**config.mk**
```make
export PLATFORM = sky130hd
export DESIGN_NAME = cpu_result_tx
export DESIGN_NICKNAME = d
export VERILOG_FILES = /design/src/rtl/cpu_pkg.sv /design/src/rtl/cpu_baud_tick.sv /design/src/rtl/cpu_result_tx.sv
export SDC_FILE = /design/constraint.sdc
export NUM_CORES = 1
export LEC_CHECK = 0
export BUFFER_PORTS_ARGS = -buffer_cell sky130_fd_sc_hd__buf_2
export CAP_MARGIN = 20
export CORE_MARGIN = 3
export CORE_UTILIZATION = 45
export DETAILED_ROUTE_END_ITERATION = 7
export PLACE_DENSITY = 0.66
export REMOVE_ABC_BUFFERS = 1
export SETUP_SLACK_MARGIN = 0.2
export SLEW_MARGIN = 20
export SYNTH_ARGS = -nofsm -noshare
export SYNTH_HDL_FRONTEND = slang
export SYNTH_SLANG_ARGS = --single-unit
export TNS_END_PERCENT = 20
```
**constraint.sdc**
```tcl
create_clock -name clk_i -period 2.1 [get_ports clk_i]
set_input_delay 0.21 -clock clk_i [delete_from_list [all_inputs] [get_ports clk_i]]
set_output_delay 0.21 -clock clk_i [all_outputs]
set_load 0.005 [all_outputs]
```
**src/rtl/cpu_pkg.sv**
```systemverilog
// Shared types and constants for the CPU result path: TX FSM states, flag bit positions, payload width.
// Pure declarations; no latency, no flow control.
package cpu_pkg;

  typedef enum logic [2:0] {
    IDLE,
    START,
    DATA,
    PARITY,
    STOP
  } tx_state_t;

  localparam int FLAG_C = 0;
  localparam int FLAG_Z = 1;
  localparam int FLAG_V = 2;
  localparam int FLAG_N = 3;

  localparam int TX_PAYLOAD_BITS = 12;

  function automatic logic even_parity(input logic [TX_PAYLOAD_BITS-1:0] v);
    return ^v;
  endfunction

endpackage

```
**src/rtl/cpu_baud_tick.sv**
```systemverilog
// Bit-time generator: tick_o pulses on the last cycle of every CLKS_PER_BIT-cycle bit.
// Restarts from zero the cycle after en_i drops; no backpressure.
module cpu_baud_tick #(
  parameter int CLKS_PER_BIT = 4
) (
  input  logic clk_i,
  input  logic rst_ni,
  input  logic en_i,
  output logic tick_o
);

  localparam int CW = (CLKS_PER_BIT > 1) ? $clog2(CLKS_PER_BIT) : 1;
  localparam logic [CW-1:0] LAST = CW'(CLKS_PER_BIT - 1);

  logic [CW-1:0] cnt_q, cnt_d;

  always_comb begin
    cnt_d = cnt_q;
    if (!en_i || cnt_q == LAST) begin
      cnt_d = '0;
    end else begin
      cnt_d = cnt_q + CW'(1);
    end
  end

  always_ff @(posedge clk_i or negedge rst_ni) begin
    if (!rst_ni) begin
      cnt_q <= '0;
    end else begin
      cnt_q <= cnt_d;
    end
  end

  assign tick_o = en_i && (cnt_q == LAST);

endmodule

```
**src/rtl/cpu_result_tx.sv**
```systemverilog
// Serialises a captured {flags,result} word as a UART-style frame; start bit appears 1 cycle after capture.
// Captures arriving mid-frame are dropped and flagged on the sticky overrun_o.
module cpu_result_tx
  import cpu_pkg::*;
#(
  parameter int CLKS_PER_BIT = 4,
  parameter bit PARITY_EN    = 1'b1
) (
  input  logic       clk_i,
  input  logic       rst_ni,
  input  logic [7:0] data_i,
  input  logic [3:0] flags_i,
  input  logic       capture_i,
  input  logic       clr_overrun_i,
  output logic       tx_o,
  output logic       busy_o,
  output logic       done_o,
  output logic       overrun_o
);

  localparam logic [3:0] LAST_IDX = 4'(TX_PAYLOAD_BITS - 1);

  tx_state_t                   state_q, state_d;
  logic [TX_PAYLOAD_BITS-1:0]  shift_q, shift_d;
  logic [3:0]                  idx_q, idx_d;
  logic                        par_q, par_d;
  logic                        tx_q, tx_d;
  logic                        busy_q, busy_d;
  logic                        done_q, done_d;
  logic                        ovr_q, ovr_d;
  logic                        baud_en;
  logic                        tick;

  assign baud_en = (state_q != IDLE);

  cpu_baud_tick #(
    .CLKS_PER_BIT(CLKS_PER_BIT)
  ) u_baud_tick (
    .clk_i (clk_i),
    .rst_ni(rst_ni),
    .en_i  (baud_en),
    .tick_o(tick)
  );

  always_comb begin
    state_d = state_q;
    shift_d = shift_q;
    idx_d   = idx_q;
    par_d   = par_q;
    tx_d    = tx_q;
    busy_d  = busy_q;
    done_d  = 1'b0;
    ovr_d   = ovr_q;

    // A dropped capture outranks a clear in the same cycle.
    if (capture_i && state_q != IDLE) begin
      ovr_d = 1'b1;
    end else if (clr_overrun_i) begin
      ovr_d = 1'b0;
    end

    // tx_d always reflects the bit of the state being entered, keeping tx_o registered.
    unique case (state_q)
      IDLE: begin
        if (capture_i) begin
          shift_d = {flags_i, data_i};
          par_d   = even_parity({flags_i, data_i});
          idx_d   = '0;
          state_d = START;
          tx_d    = 1'b0;
          busy_d  = 1'b1;
        end
      end
      START: begin
        if (tick) begin
          state_d = DATA;
          tx_d    = shift_q[0];
        end
      end
      DATA: begin
        if (tick) begin
          if (idx_q == LAST_IDX) begin
            if (PARITY_EN) begin
              state_d = PARITY;
              tx_d    = par_q;
            end else begin
              state_d = STOP;
              tx_d    = 1'b1;
            end
          end else begin
            shift_d = {1'b0, shift_q[TX_PAYLOAD_BITS-1:1]};
            idx_d   = idx_q + 4'd1;
            tx_d    = shift_q[1];
          end
        end
      end
      PARITY: begin
        if (tick) begin
          state_d = STOP;
          tx_d    = 1'b1;
        end
      end
      STOP: begin
        if (tick) begin
          state_d = IDLE;
          tx_d    = 1'b1;
          busy_d  = 1'b0;
          done_d  = 1'b1;
        end
      end
      default: begin
        state_d = IDLE;
        tx_d    = 1'b1;
        busy_d  = 1'b0;
      end
    endcase
  end

  always_ff @(posedge clk_i or negedge rst_ni) begin
    if (!rst_ni) begin
      state_q <= IDLE;
      shift_q <= '0;
      idx_q   <= '0;
      par_q   <= 1'b0;
      tx_q    <= 1'b1;
      busy_q  <= 1'b0;
      done_q  <= 1'b0;
      ovr_q   <= 1'b0;
    end else begin
      state_q <= state_d;
      shift_q <= shift_d;
      idx_q   <= idx_d;
      par_q   <= par_d;
      tx_q    <= tx_d;
      busy_q  <= busy_d;
      done_q  <= done_d;
      ovr_q   <= ovr_d;
    end
  end

  assign tx_o      = tx_q;
  assign busy_o    = busy_q;
  assign done_o    = done_q;
  assign overrun_o = ovr_q;

endmodule

```
Word level (Yosys, flattened, before mapping)

Cells that the tools add are included.

Register bits: 26
ROM bits: 0
Memory bits (writable): 0
Bits of input ports: 16
Memories: 0
Logic and storage cells: 71
Latch bits: 0

Eq/ne operators: 14
Reduce and logical (&&, ||, !) cells: 16
Div/mod/pow operators: 0
Shift operators: 0
Multiplexer cells: 29
Add/subtract/negate cells: 2
Multiply operators: 0
Bitwise operators: 1
$lt $le $gt $ge: 0

Operators by type and width:

| cell                                           | count |
|---|---|
| 2-to-1 mux 12 bit                              | 3 |
| case mux 12 bit (2 select lines)               | 1 |
| 2-to-1 mux 3 bit                               | 6 |
| case mux 3 bit (5 select lines)                | 1 |
| != test 2 bit (second input constant)          | 7 |
| 2-to-1 mux 4 bit                               | 3 |
| XOR reduction 12 bit                           | 1 |
| 2-to-1 mux 1 bit                               | 11 |
| case mux 4 bit (2 select lines)                | 1 |
| AND reduction 4 bit                            | 2 |
| == test 3 x 2 -> 1 bit (second input constant) | 2 |
| AND reduction 6 bit                            | 1 |
| adder 4 x 1 -> 4 bit (second input constant)   | 1 |
| == test 4 bit (second input constant)          | 1 |
| case mux 1 bit (4 select lines)                | 1 |
| nonzero test 2 bit                             | 2 |
| == test 3 x 1 -> 1 bit (second input constant) | 1 |
| == test 3 bit (second input constant)          | 1 |
| logical NOT 3 bit                              | 1 |
| case mux 1 bit (3 select lines)                | 1 |
| AND reduction 3 bit                            | 1 |
| nonzero test 3 bit                             | 1 |
| OR reduction 3 bit                             | 1 |
| adder 2 x 1 -> 2 bit (second input constant)   | 1 |
| other kinds (9)                                | 10 |

Logic depth before layout (Yosys ltp)

Gate-level depths: netlist (run 1).

Depth in word-level cells: 4
Gate-level depth with buffers: 7

Modules after synthesis

From an unflattened synthesis (run 1), not the netlist that was laid out.

Cells, all modules: 120
Area, all modules: 1421.4 um^2

By module, submodules not included:

| module        | seq. area each (um^2) | times used | area an instance (um^2) | cells each |
|---|---|---|---|---|
| cpu_result_tx | 601.8                 | 1          | 1330.0                  | 114 |
| cpu_baud_tick | 50.0                  | 1          | 91.3                    | 6 |

Worst setup path before layout (run 1)

Ideal clock, no wire load.

Path type: register to register
From: reg u_baud_tick.cnt_q[0]
To: reg shift_q[10]
Cell stages (with the launch flop): 7
Data required time: 1976 ps
Buffers on the path: 2
Arrival: 1386 ps
Library setup time: 124 ps
Path slack: 590 ps
Cells stage by stage: dfrtp_1 -> ha_1 -> buf_2 -> and4bb_4 -> a21oi_2 -> buf_2 -> a21oi_1

Word-level cells in the longest chain between the ends: 4

RTL lines:

| what                          | line                 | source |
|---|---|---|
| from (decl)                   | cpu_baud_tick.sv:15  | `logic [CW-1:0] cnt_q, cnt_d;` |
| from (signal assigned)        | cpu_baud_tick.sv:30  | `cnt_q <= cnt_d;` |
| == test 2 bit                 | cpu_baud_tick.sv:34  | `assign tick_o = en_i && (cnt_q == LAST);` |
| logical AND 1 bit             | cpu_baud_tick.sv:34  |  |
| != test 2 bit (no line)       | n/a                  |  |
| AND reduction 4 bit (no line) | n/a                  |  |
| to (signal assigned)          | cpu_result_tx.sv:131 | `shift_q <= shift_d;` |
| to (decl)                     | cpu_result_tx.sv:24  | `logic [TX_PAYLOAD_BITS-1:0] shift_q, shift_d;` |

Every way passes these cells.
A chain may end at the register's enable or synchronous reset.

Worst setup path after layout (run 1)

From: reg u_baud_tick.cnt_q[0]
To: reg shift_q[0]

The elaborated chain is that of the path after synthesis.

==> results.ini, run 1 <==
[global_route]
gr-total-overflow=0
grt_pass1_wl_mm=4.15
grt_pass1_vias=911
grt_usage=0.151
grt_max_degree=27
antenna_found_initial=0

[yosys]
avgSynthCellArea_sq_um=10.2
muxShareOfSynthArea=0
synth_top_area_frac=0.481
ys_types=33
syn_inst=127
synth_fa_ha_area_frac=0.0192
synth-compound-area-share=0.183
synth_area_leaders=dfrtp_1, o22ai_1, a21oi_1
synth_top_family_by_area=compound AO/OA/AOI/OAI gates
ys_ff_latch=26
post_synth_and_or_nand_nor_area_fraction=0.131
yosys_warnings=0
ys_seq_area_frac=0.501
synth_xor_area_frac=0.0914
syn_area_sq_um=1300
synth_top_area_cell=dfrtp_1

[route]
drc=0
drt_pass1_iterations=4
num_vias=1006
via_per_inst=5.72
drt-initial-drc-count=33
ant_nets=0
detail_route.wl_per_cell_um=13.9
wl_mm=2.45

[layout]
n_antenna_cell=0
area_growth_pct=12.8
most-common-layout-cells=dfrtp_1, buf_2, a21oi_1
drive_above_1_share=0.212
final_common_cell=dfrtp_1
fillers=242
fin_nets=165

[setup_path]
critPathBufInv=0
timing.rr.end=shift_q[0]
crit_path_top_delay_cell=dfrtp_1
critical_path_class=reg2reg
crit_fanout=12
reg2reg_depth=5
cp-start-kind=flop
worstPathArrival_ns=1.97
crit_family=simple AND/OR/NAND/NOR gates
endpoint_kind=flop
r2r-start=u_baud_tick.cnt_q[0]
worstPathCellList=ha_1, and4bb_4, nand2_1, o22ai_1, a21oi_1
r2r_setup_slack_ns=0.36
cpPeakStageDelay_ns=0.38
cp.required_ns=2.33

[run_status]
status=finished, final reports clean

[power]
seq_power_share=0.476
p_sw_frac=0.348
p_comb_frac=0.337
vdd_ir_drop_max_v=0.000706
cellPowerDensity_nw_per_um2=1270
leakage_nw=0.684
clkPwrFrac=0.187
internal-power_w=0.00121
p_switching_w=0.000647

[timing]
fin_crit_sh=0.827
rsz0062_at_grt=false
max-slew-margin-rel=0.617
max_freq_mhz=576
whs_ns=0.0448
fin_tns_setup_ns=0
fin_skew_ns=0.00961
worstMarginPinSlew_ns=0.575
period_minus_slack_ns=1.74
setup_violations=0
report.final.slew_viol_count=0
hold_viol_final=0

[clock_tree]
cts.clk_slew.worst_paths_ns=0.15
clock_latency_ns=0.33
cts_root_buf=clkbuf_4
cts_tree=done
htreeDepth=1
post_cts_resize_count=0
cts_buffers=3
clock_sinks=26
clk_path_buf_depth=2

[placement]
globalplace.congestion=0.823
port_buffers=19
dp_hpwl_mm=1.74

[flow_run]
max_cap_violations=0

[die]
dieWidth_um=59.8
dieArea_sq_um=3570
core-area_sq_um=2610
rows=18
start_util=0.498
io_pins=20
die_height_um=59.8

[hold_path]
whs_path_depth=2
hp-start=clr_overrun_i
hold_path_class=in2reg
worstHoldEndpoint=overrun_o

[registers in the layout, summed over array words and instances (netlist names)]
name               flops
busy_o                 1
state_q                3
tx_o                   1
overrun_o              1
done_o                 1
idx_q                  4
shift_q               12
u_baud_tick.cnt_q      2
par_q                  1
[logic make-up after synthesis]
| family | count (synthesis) |
|---|---|
| AND/OR/NAND/NOR | 27 |
| XOR/XNOR | 12 |
| AO/OA/AOI/OAI | 39 |
| adder cells (fa/ha/maj) | 2 |
| buffers and inverters | 21 |
| flip-flops | 26 |
[power groups by stage]
stage	registers, W	logic, W	clock network [W]
after detailed placement	0.000894	0.000624	0
after floorplan	0.000867	0.000455	0
final	0.000885	0.000627	0.000348
after CTS	0.000884	0.000635	0.000356
after global placement	0.000891	0.000611	0
after global routing	0.000916	0.000718	0.000377
[through the flow]
step	util	power, W	instance area [sq um]	setup WS (ns)	cells
after floorplan	-	0.00132	1260	0.601	120
after global routing	0.561	0.00201	1470	0.215	176
after CTS	0.561	0.00187	1470	0.374	176
final	0.561	0.00186	1470	0.364	176
after global placement	0.537	0.00150	1400	0.461	171
after detailed placement	0.537	0.00152	1400	0.434	171
[what timing repair did]
action	CTS	global route
buffers inserted	0	0
hold buffers	1	0
hold endpoints to repair	25	0
[how the worst max path moves through the flow]
stage                          from           to  depth (start not counted)
3_5_place_dp   u_baud_tick.cnt_q[0]  shift_q[10]                          5
2_1_floorplan  u_baud_tick.cnt_q[0]   shift_q[0]                          4
4_1_cts        u_baud_tick.cnt_q[0]   shift_q[0]                          5
6_report       u_baud_tick.cnt_q[0]   shift_q[0]                          5
3_3_place_gp   u_baud_tick.cnt_q[0]  shift_q[10]                          5
5_1_grt        u_baud_tick.cnt_q[0]   shift_q[9]                          5
[cells in the mapped netlist]
library cell,instances
dfrtp_1,25
xor2_1,2
nor3b_1,1
o21ai_0,2
nor3_1,2
nand2_2,1
a21oi_2,1
buf_6,1
buf_4,1
o211ai_1,1
and3b_1,1
a21oi_1,16
a22o_1,1
or3_1,2
nor3_2,1
o21ai_1,1
a32o_1,1
nand2_1,8
ha_1,2
o32ai_1,1
buf_2,5
xnor3_1,1
nor2_1,5
nand3b_1,2
a221oi_1,2
o22ai_1,13
nor4b_4,1
xnor2_1,9
and4bb_4,1
nand4_1,1
dfstp_2,1
inv_1,14
nand3_1,1
[routing by layer]
layer  global-route usage  vias up  part of all wire  wire, um
met5                    0        -                 0         0
met4               0.0380        0            0.0069        17
met3               0.0281        3             0.055       134
met2                0.238       35              0.46      1140
met1                0.214      482              0.47      1170
li1                     -      486                 -         -
[layout make-up]
type,instances,area [sq um],area share
clock buffer,3,22.5,0.0154
sequential,26,652,0.445
tap,30,37.5,0.0256
clock inverter,1,30.0,0.0205
timing repair buffer,22,120,0.0819
multi-input combinational,80,552,0.376
inverter,14,52.6,0.0358
(Power assumes the default switching activity.)
==> run 2, diff against run 1 <==
--- a/config.mk
+++ b/config.mk
@@ -5,12 +5,13 @@
 export SDC_FILE = /design/constraint.sdc
 export NUM_CORES = 1
 export LEC_CHECK = 0
+export ABC_AREA = 1
 export BUFFER_PORTS_ARGS = -buffer_cell sky130_fd_sc_hd__buf_2
 export CAP_MARGIN = 20
 export CORE_MARGIN = 3
 export CORE_UTILIZATION = 45
 export DETAILED_ROUTE_END_ITERATION = 7
-export PLACE_DENSITY = 0.66
+export PLACE_DENSITY = 0.68
 export REMOVE_ABC_BUFFERS = 1
 export SETUP_SLACK_MARGIN = 0.2
 export SLEW_MARGIN = 20
==> constraint.sdc (replaced) <==
create_clock -name clk_i -period 1.42 [get_ports clk_i]
set_input_delay 0.142 -clock clk_i [delete_from_list [all_inputs] [get_ports clk_i]]
set_output_delay 0.142 -clock clk_i [all_outputs]
set_load 0.005 [all_outputs]
==> run 2 against run 1 <==
Compared with the run above: the run now ends with negative setup slack left; hold slack better by 0.045 ns; via count rose by 37%; clock-buffer cell count grew 1; highest routed layer unchanged; clock power grew 11%; largest cell class is now multi-input gates; worst setup slack lost 0.37 ns; critical path depth grew 4; clock skew down 0.0024 ns; core utilization grew 12 points; routed wire length grew 45%; first-iteration DRC count up 58%; sequential share of layout area shrank 11 points.
==> results.ini, run 2 <==
[timing]
setup_violations=1
max-slew-margin-rel=0.609
fin_skew_ns=0.00717
fin_tns_setup_ns=-0.00716
worstMarginPinSlew_ns=0.586
max_freq_mhz=701
whs_ns=0.0897
hold_viol_final=0
rsz0062_at_grt=true
report.final.slew_viol_count=0
fin_crit_sh=1.01
period_minus_slack_ns=1.43
finalWorstSetupSlack_ns=-0.00716

[layout]
largest_reg_flops=12
final_common_cell=nand2_1
area_growth_pct=38.0
n_antenna_cell=0
largest_register=shift_q
most-common-layout-cells=nand2_1, inv_1, dfrtp_1
fin_nets=255
drive_above_1_share=0.331
reg_top3=shift_q x12, idx_q x4, state_q x3

[die]
dieWidth_um=62.2
dieArea_sq_um=3870
rows=19
start_util=0.495
core-area_sq_um=2880
io_pins=20
die_height_um=62.2

[placement]
globalplace.congestion=0.854
port_buffers=19
dp_hpwl_mm=2.12

[yosys]
synth-edff-count=0
syn_inst=188
syn_area_sq_um=1420
ys_ff_latch=26
ys_seq_area_frac=0.458
ys_top_cells_by_count=nand2_1, inv_1, dfrtp_1
avgSynthCellArea_sq_um=7.57
synth_top_area_cell=dfrtp_1
synth_area_leaders=dfrtp_1, nand2_1, inv_1
synth_top_area_frac=0.440
yosys_warnings=0
ys_types=27
async_flop_share=1.00
synth.most_common_cell=nand2_1
yosys_most_used_dff=dfrtp_1

[route]
via_per_inst=4.97
detail_route.wl_per_cell_um=12.8
wl_mm=3.55
num_vias=1382
ant_nets=0
drt_pass1_iterations=4
drc=0
drt-initial-drc-count=52

[setup_path]
critical_path_class=reg2reg
cp.required_ns=1.65
endpoint_kind=flop
crit_fanout=8
reg2reg_depth=9
worstPathArrival_ns=1.66
cp-start-kind=flop

[global_route]
gr-total-overflow=0
antenna_found_initial=0
grt_pass1_vias=1366
grt_max_degree=27
grt_usage=0.185
grt_pass1_wl_mm=5.87

[power]
vdd_ir_drop_max_v=0.00101
leakage_nw=0.990
cellPowerDensity_nw_per_um2=1970

[hold_path]
whs_path_depth=3
hold_path_class=in2reg

[clock_tree]
cts_tree=done
cts_buffers=3
htreeDepth=1
clock_sinks=26
clock_latency_ns=0.33
cts_root_buf=clkbuf_4
clk_path_buf_depth=2
cts.clk_slew.worst_paths_ns=0.15

[run_status]
violations=negative setup slack
status=finished, violations left

[flow_run]
max_cap_violations=0

==> run 2: area by class of cell <==
| class | count | area (sq um) |
|---|---|---|
| repair buffers | 49 | 353 |
| inverters | 34 | 130 |
| fillers | 231 | 913 |
| well taps | 42 | 52.6 |
| clock buffers | 4 | 36.3 |
| flip-flops and latches | 26 | 653 |
| multi-input cells | 123 | 738 |
==> run 2: critical path, stage by stage (launching register included) <==
cell and delay (ns):
dfrtp_1 0.42, inv_2 0.09, nand2_4 0.07, nor2_4 0.15
nand2_4 0.08, o21ai_4 0.19, buf_6 0.17, nand3_2 0.06
nand2_1 0.07, a21oi_1 0.04
==> run 2: path summary, 6_finish.rpt <==
path	to	start	slack (ns)
hold / removal	shift_q[11]	flags_i[3]	0.09
setup reg to reg	idx_q[3]	state_q[0]	-0.007
min in group asynchronous	idx_q[2]	rst_ni	0.32
setup / recovery	idx_q[3]	state_q[0]	-0.007
hold reg to reg	par_q	par_q	0.52
max in group asynchronous	state_q[1]	rst_ni	0.68
==> run 2: cell families after synthesis <==
group | synth area share
xor gates and xnor gates | 0.0123
DFF | 0.458
adders and majority gates | 0.0176
AOI/OAI and AO/OA | 0.161
buffers and inverters | 0.109
and+or+nand+nor | 0.242
==> run 2: per-layer routing <==
metal / track usage / vias up / part of all wire
met4: 0.0746 / 0 / 0.020
met1: 0.235 / 648 / 0.44
li1: - / 697 / -
met5: 0 / - / 0
met2: 0.319 / 31 / 0.49
met3: 0.0252 / 6 / 0.045
==> run 2: through the flow <==
stage                     power (W)   util  instance area (sq um)  worst slack [ns]  std cells
after floorplan             0.00216      -                   1400            -0.602        183
after global placement      0.00265  0.568                   1630            0.0387        256
after detailed placement    0.00271  0.568                   1630           -0.0414        256
after CTS                   0.00355  0.649                   1870            0.0275        272
after global routing        0.00419  0.682                   1960           -0.0944        278
final                       0.00386  0.682                   1960          -0.00716        278
==> run 2: power breakdown <==
part	switching [W]	total (W)	internal (W)
clock	0.000231	0.000388	0.000157
combinational	0.00121	0.00222	0.00101
sequential	0.000181	0.00125	0.00107
==> run 2: repair_timing <==
item                                   in CTS  in global routing
setup buffers                               8                  6
gates cloned                                2                  0
endpoints found under the hold margin      26                  0
setup endpoints to repair                  20                 23
gates resized for setup                    31                 16
hold buffers                                2                  0
pin swaps                                  10                 12
